===== src/rtl/sfx_trigger_sequencer.sv =====
// Queues one-shot sound-effect requests and issues scanline/frame-timed snare_trigger pulses.
// Optional build macro SFX_COALESCE_EN: merge bursts into one pending request, no overflow.
module sfx_trigger_sequencer #(
  parameter int NUM_SRC     = 4,
  parameter int QUEUE_DEPTH = 4,
  parameter int HOLD_LINES  = 4,
  parameter int GAP_FRAMES  = 12
) (
  input  logic               clk,
  input  logic               reset,
  input  logic [NUM_SRC-1:0] event_req,
  input  logic               frame_end,
  input  logic [9:0]         pix_x,
  output logic               snare_trigger,
  output logic [2:0]         pending_count,
  output logic               busy,
  output logic               overflow
);

  typedef enum logic [1:0] {
    S_IDLE = 2'd0,
    S_HOLD = 2'd1,
    S_GAP  = 2'd2
  } state_t;

  localparam logic [7:0] HOLD_L = 8'(HOLD_LINES);
  localparam logic [7:0] GAP_F  = 8'(GAP_FRAMES);
`ifdef SFX_COALESCE_EN
  localparam logic [7:0] QMAX   = 8'd1;
`else
  localparam logic [7:0] QMAX   = 8'(QUEUE_DEPTH);
`endif

  state_t             state_q, state_d;
  logic [NUM_SRC-1:0] prev_req_q;
  logic [NUM_SRC-1:0] new_edges;
  logic [2:0]         pending_q, pending_d;
  logic [7:0]         line_q, line_d;
  logic [7:0]         frame_q, frame_d;
  logic               trig_q, trig_d;
  logic               deq;
  logic [7:0]         add;
  logic [7:0]         add_eff;
  logic [7:0]         sum;

  always_comb begin
    new_edges = event_req & ~prev_req_q;
    add = 8'd0;
    for (int i = 0; i < NUM_SRC; i++) begin
      add = add + 8'(new_edges[i]);
    end
  end

  // Line and frame counters only advance in their own state, so no event ever double-counts.
  always_comb begin
    state_d = state_q;
    line_d  = line_q;
    frame_d = frame_q;
    trig_d  = trig_q;
    deq     = 1'b0;
    case (state_q)
      S_IDLE: begin
        if (pending_q != 3'd0) begin
          state_d = S_HOLD;
          trig_d  = 1'b1;
          line_d  = 8'd0;
          deq     = 1'b1;
        end
      end
      S_HOLD: begin
        if (pix_x == 10'd0) begin
          line_d = line_q + 8'd1;
          if (line_q + 8'd1 == HOLD_L) begin
            state_d = S_GAP;
            trig_d  = 1'b0;
            frame_d = 8'd0;
          end
        end
      end
      S_GAP: begin
        if (frame_end) begin
          frame_d = frame_q + 8'd1;
          if (frame_q + 8'd1 == GAP_F) begin
            state_d = S_IDLE;
          end
        end
      end
      default: begin
        state_d = S_IDLE;
        trig_d  = 1'b0;
      end
    endcase
  end

  always_comb begin
    add_eff = add;
`ifdef SFX_COALESCE_EN
    if (state_q == S_HOLD) begin
      add_eff = 8'd0;
    end
`endif
    sum = {5'd0, pending_q} + add_eff - {7'd0, deq};
    if (sum > QMAX) begin
      pending_d = QMAX[2:0];
    end else begin
      pending_d = sum[2:0];
    end
  end

  always_ff @(posedge clk or posedge reset) begin
    if (reset) begin
      state_q    <= S_IDLE;
      prev_req_q <= '0;
      pending_q  <= 3'd0;
      line_q     <= 8'd0;
      frame_q    <= 8'd0;
      trig_q     <= 1'b0;
    end else begin
      state_q    <= state_d;
      prev_req_q <= event_req;
      pending_q  <= pending_d;
      line_q     <= line_d;
      frame_q    <= frame_d;
      trig_q     <= trig_d;
    end
  end

`ifdef SFX_COALESCE_EN
  assign overflow = 1'b0;
`else
  logic ovf_q;

  always_ff @(posedge clk or posedge reset) begin
    if (reset) begin
      ovf_q <= 1'b0;
    end else begin
      ovf_q <= (sum > QMAX);
    end
  end

  assign overflow = ovf_q;
`endif

  assign snare_trigger = trig_q;
  assign pending_count = pending_q;
  assign busy          = (state_q != S_IDLE);

endmodule


===== config.mk =====
export PLATFORM = sky130hd
export DESIGN_NAME = sfx_trigger_sequencer
export DESIGN_NICKNAME = d
export VERILOG_FILES = /design/src/rtl/sfx_trigger_sequencer.sv
export SDC_FILE = /design/constraint.sdc
export NUM_CORES = 1
export LEC_CHECK = 0
export BUFFER_PORTS_ARGS = -buffer_cell sky130_fd_sc_hd__clkbuf_2
export CAP_MARGIN = 20
export CORE_UTILIZATION = 40
export DETAILED_ROUTE_END_ITERATION = 7
export SYNTH_ARGS = -nofsm -noshare
export SYNTH_HDL_FRONTEND = slang
export SYNTH_SLANG_ARGS = --single-unit

===== constraint.sdc =====
create_clock -name clk -period 10.65 [get_ports clk]
set_input_delay 0.5325 -clock clk [delete_from_list [all_inputs] [get_ports clk]]
set_output_delay 0.5325 -clock clk [all_outputs]
set_load 0.01 [all_outputs]

==> Word level (Yosys, flattened, before mapping) <==
Index checks and enable logic that the tools add are counted.
{ "op_classes": {"n_addsub": 7, "magnitude_cmp": 1, "n_eq_ne": 9, "n_mux": 20, "bitwise": 3, "n_reduce_logical": 10} }
{ "ops": {"columns": ["operator", "n"], "rows": [
  ["$mux 8", 5],
  ["$pmux 8 s2", 2],
  ["$add 8x1->8 const B", 2],
  ["$logic_not 10->1", 1],
  ["$mux 2", 5],
  ["$ne 2x2->1 const B", 5],
  ["$eq 8x3->1 const B", 1],
  ["$eq 8x4->1 const B", 1],
  ["$gt 8x3->1 const B", 1],
  ["$reduce_and 4->1", 2],
  ["$pmux 2 s3", 1],
  ["$reduce_bool 2->1", 3],
  ["$sub 5x1->6", 1],
  ["$add 3x4->5", 1],
  ["$mux 1", 5],
  ["$reduce_and 5->1", 1],
  ["$add 3x1->4", 1],
  ["$and 4x4->4", 1],
  ["$not 4->4", 1],
  ["$add 2x1->3", 1],
  ["$mux 3", 1],
  ["$pmux 1 s3", 1],
  ["$reduce_and 3->1", 1],
  ["$reduce_bool 3->1", 1],
  ["5 further kinds", 5]
]} }
{ "totals": {"reg_bits": 27, "in_bits": 17, "output_inout_bits": 6, "word_cells": 57} }

==> Depth between registers and ports, before layout <==
{ "depth": {"ltp_word": 9, "depth_mapped": 13, "ltp_nobuf": 12} }

==> Worst setup path before layout <==
No wires, ideal clock.
{ "synth_timing": {"path_type": "flip-flop to flip-flop", "from": "register state_q[0]", "to": "register pending_q[2] (netlist: pending_count[2])", "setup_time_ns": 0.131, "arrival_ns": 3.593, "required_ns": 10.519, "path_slack_ns": 6.926, "path_stages_with_launch": 13, "path_buffers": 1, "period_less_slack_ns": 3.724, "path_cell_list": "dfrtp_1 or2_2 or2_2 clkbuf_1 inv_1 ha_1 fa_1 fa_1 fa_1 nand2b_1 a21oi_1 xnor2_1 or3_1"} }
{ "synth_via": {"elab_chain_cells": 5} }
{ "synth_lines": {"columns": ["item", "line_no", "source"], "rows": [
  ["from (decl)", "34", "state_t state_q, state_d;"],
  ["from (signal assigned)", "119", "state_q <= state_d;"],
  ["$logic_not 2->1 (*)", "61", "case (state_q)"],
  ["$mux 1 (*)", "61", null],
  ["$sub 5x1->6 (*)", "102", "sum = {5'd0, pending_q} + add_eff - {7'd0, deq};"],
  ["$gt 8x3->1", "103", "if (sum > QMAX) begin"],
  ["$mux 3 (*)", "103", null],
  ["named net pending_d[2]", "37", "logic [2:0] pending_q, pending_d;"],
  ["to (signal assigned)", "121", "pending_q <= pending_d;"],
  ["to (decl)", "37", null]
]} }
Mark *: on every way through the listed nets, which the timed path passes. The rest lies on a longest branch.
A chain may end at the register's enable or synchronous reset.

==> Final worst setup path <==
Ends and elaborated chain as after synthesis.

==> reports/metrics.yaml <==
netlist_area_mm2: 0.00162
setup.worst_path.end: "pending_count[2]"
synthTopCellsByArea: "dfrtp_1 42%, ha_1 7.0%, fa_1 3.7%"
yosysWarnings: 0
grt_pass1_vias: 1246
initial_utilization: 0.429
ys_types: 35
async_reset_ff_frac: 1.00
synthMuxAreaShare: 0.0124
synth.most_common_cell: "dfrtp_1"
fin_setup_tns_ps: 0
synthTopCellsByCount: "27 x dfrtp_1, 15 x inv_1, 13 x nand2_1"
synth_fa_ha_area_frac: 0.107
crit_path_max_fanout: 8
synth-xor-area-share: 0.0217
synth_cells: 172
core.rowCount: 22
worst_r2r_endpoint: "pending_count[2]"
place_congestion: 0.835
fin_crit_sh: 0.357
hold_buffers: 0
fmax_mhz: 263
viasPerCell: 5.42
yosys.area.top_type: "dfrtp_1"
numCtsBuffers: 3
syn-num-nets: 201
rrSetupSlack_ps: 6850
cts_tree: "yes"
setup_ws_ps: 6850
ios: 23
preCtsSetupSlack_ps: 6870
vias: 1316
clock_skew_ps: 1.55
hold_class: "in -> async"
cts_max_level: 1
power_density_mw_per_mm2: 124
ys_seq_elements: 27
numPortBuffers: 22
final_max_slew_viol_count: 0
chipHeight_um: 65.6
hold_ws_ps: 255
clkLatencyLatePin_ps: 270
finalHoldViolations: 0
diodes: 0
synth-compound-area-share: 0.128
synth_top_family_by_area: "simple AND/OR/NAND/NOR gates"
avgSynthCellArea_um2: 9.41
worst_ep_required_time_ps: 10800
post_cts_buffers: 0
startpoint_type: "flop"
yosysTopAreaCellShare: 0.418
grt_usage: 0.166
reg2reg_from: "state_q[0]"
dr.pass1.iters: 4
slew_headroom: 0.653
worst_pin_slew_ps: 519
grt_antenna_before_repair: 0
clkTransAtPathRegs_ps: 90
crit_type: "reg -> reg"
die_width_um: 65.6
critPathLaunch: "state_q[0]"
grt_pass1_wl_um: 5470
outcome: "finished, final reports clean"
cap_violations: 0
drt_iter0_markers: 65
grt_max_degree: 28
ys_seq_area_frac: 0.418
cp-end-kind: "flop"
yosys_most_used_dff: "dfrtp_1"
core_mm2: 0.00377
r2r_cells: 11
layout-drive-gt1-share: 0.169
post-route-min-period_ps: 3800
finalWirelength_um: 3060
fin_util: 0.489
clockBufferDepth: 2
overflow: 0
synth_enable_flop_cells: 0
ir_drop_v: 0.0000804
cts-resized-gates: 0
synthSimpleGateAreaFrac: 0.269
avgRoutedWirePerCell_um: 12.6
hpwl_um: 2310
area_delta_synth_final_pct: 14.1
die_area_mm2: 0.00430
rsz0062_at_grt: "no"
setup_viol: 0
drc_errors: 0
p_leak_nw: 0.782
cts_sinks: 27
drtAntennaViolNets: 0
arrival_ps: 3950
root_buffer: "clkbuf_8"
fin_nets: 225
cell families after synthesis:
| family | after synthesis |
|---|---|
| compound gates | 34 |
| xor+xnor | 4 |
| fa+ha+maj | 12 |
| buf+inv | 19 |
| flops | 27 |
| mux | 2 |
| simple gates | 74 |
worst min-delay path by stage:
stage	startpoint	endpoint
after detailed placement	line_q[0]	line_q[0]
after floorplan	state_q[1]	state_q[0]
after global routing	reset	prev_req_q[0]
final	reset	line_q[1]
after CTS	event_req[1]	prev_req_q[1]
after global placement	state_q[1]	state_q[0]
report_power, final:
part / leakage [nW] / switching (mW) / internal [mW]
registers: 0.339 / 0.00452 / 0.108
clock network: 0.0228 / 0.0312 / 0.0268
logic: 0.421 / 0.0330 / 0.0258
total: 0.782 / 0.0687 / 0.161
layout make-up:
type | instances | area (um^2)
fillers | 350 | 1930
multi-input cells | 126 | 871
flip-flops and latches | 27 | 676
repair buffers | 23 | 138
well taps | 48 | 60.1
inverters | 15 | 56.3
clock buffers | 4 | 45.0
metrics by stage:
stage	instance area, um^2	power, mW	instances
after floorplan	1620	0.155	172
after global placement	1770	0.171	238
after detailed placement	1770	0.172	238
after CTS	1820	0.231	242
after global routing	1850	0.246	243
final	1850	0.229	243
worst max-delay path, stage by stage (launching register included):
cell and delay (ps):
dfrtp_1 450, or2_2 320, or2_2 350, inv_1 130
ha_1 260, fa_1 500, fa_1 440, fa_1 410
nand2b_1 160, a21oi_1 150, xnor2_1 130, or3_1 370
per-layer routing:
| layer | wire (um) | share of wire | global-route usage | up-vias |
|---|---|---|---|---|
| met4 | 50 | 0.016 | 0.0761 | 0 |
| met2 | 1310 | 0.43 | 0.262 | 22 |
| met5 | 0 | 0 | 0 | - |
| met3 | 111 | 0.036 | 0.0260 | 4 |
| met1 | 1580 | 0.52 | 0.221 | 621 |
| li1 | - | - | - | 669 |
flip-flops by register name, summed over array words and instances, names as in the netlist:
register	cells
frame_q	8
state_q	2
prev_req_q	4
line_q	8
snare_trigger	1
overflow	1
pending_count	3
cell usage in the layout (no fill, tap or decap), types with 3 or more instances in the layout:
cell type and count:
a21oi_1 6, a31oi_1 4, clkbuf_2 22, clkbuf_8 3, dfrtp_1 27, fa_1 3, ha_1 9, inv_1 15
nand2_1 13, nand2b_1 7, nand3_1 12, nor2_1 9, nor3_1 4, nor4_1 5, o211ai_1 5, o21ai_0 12
or2_2 3, or3_1 7
Note: power is estimated with default switching activity, not from simulation.
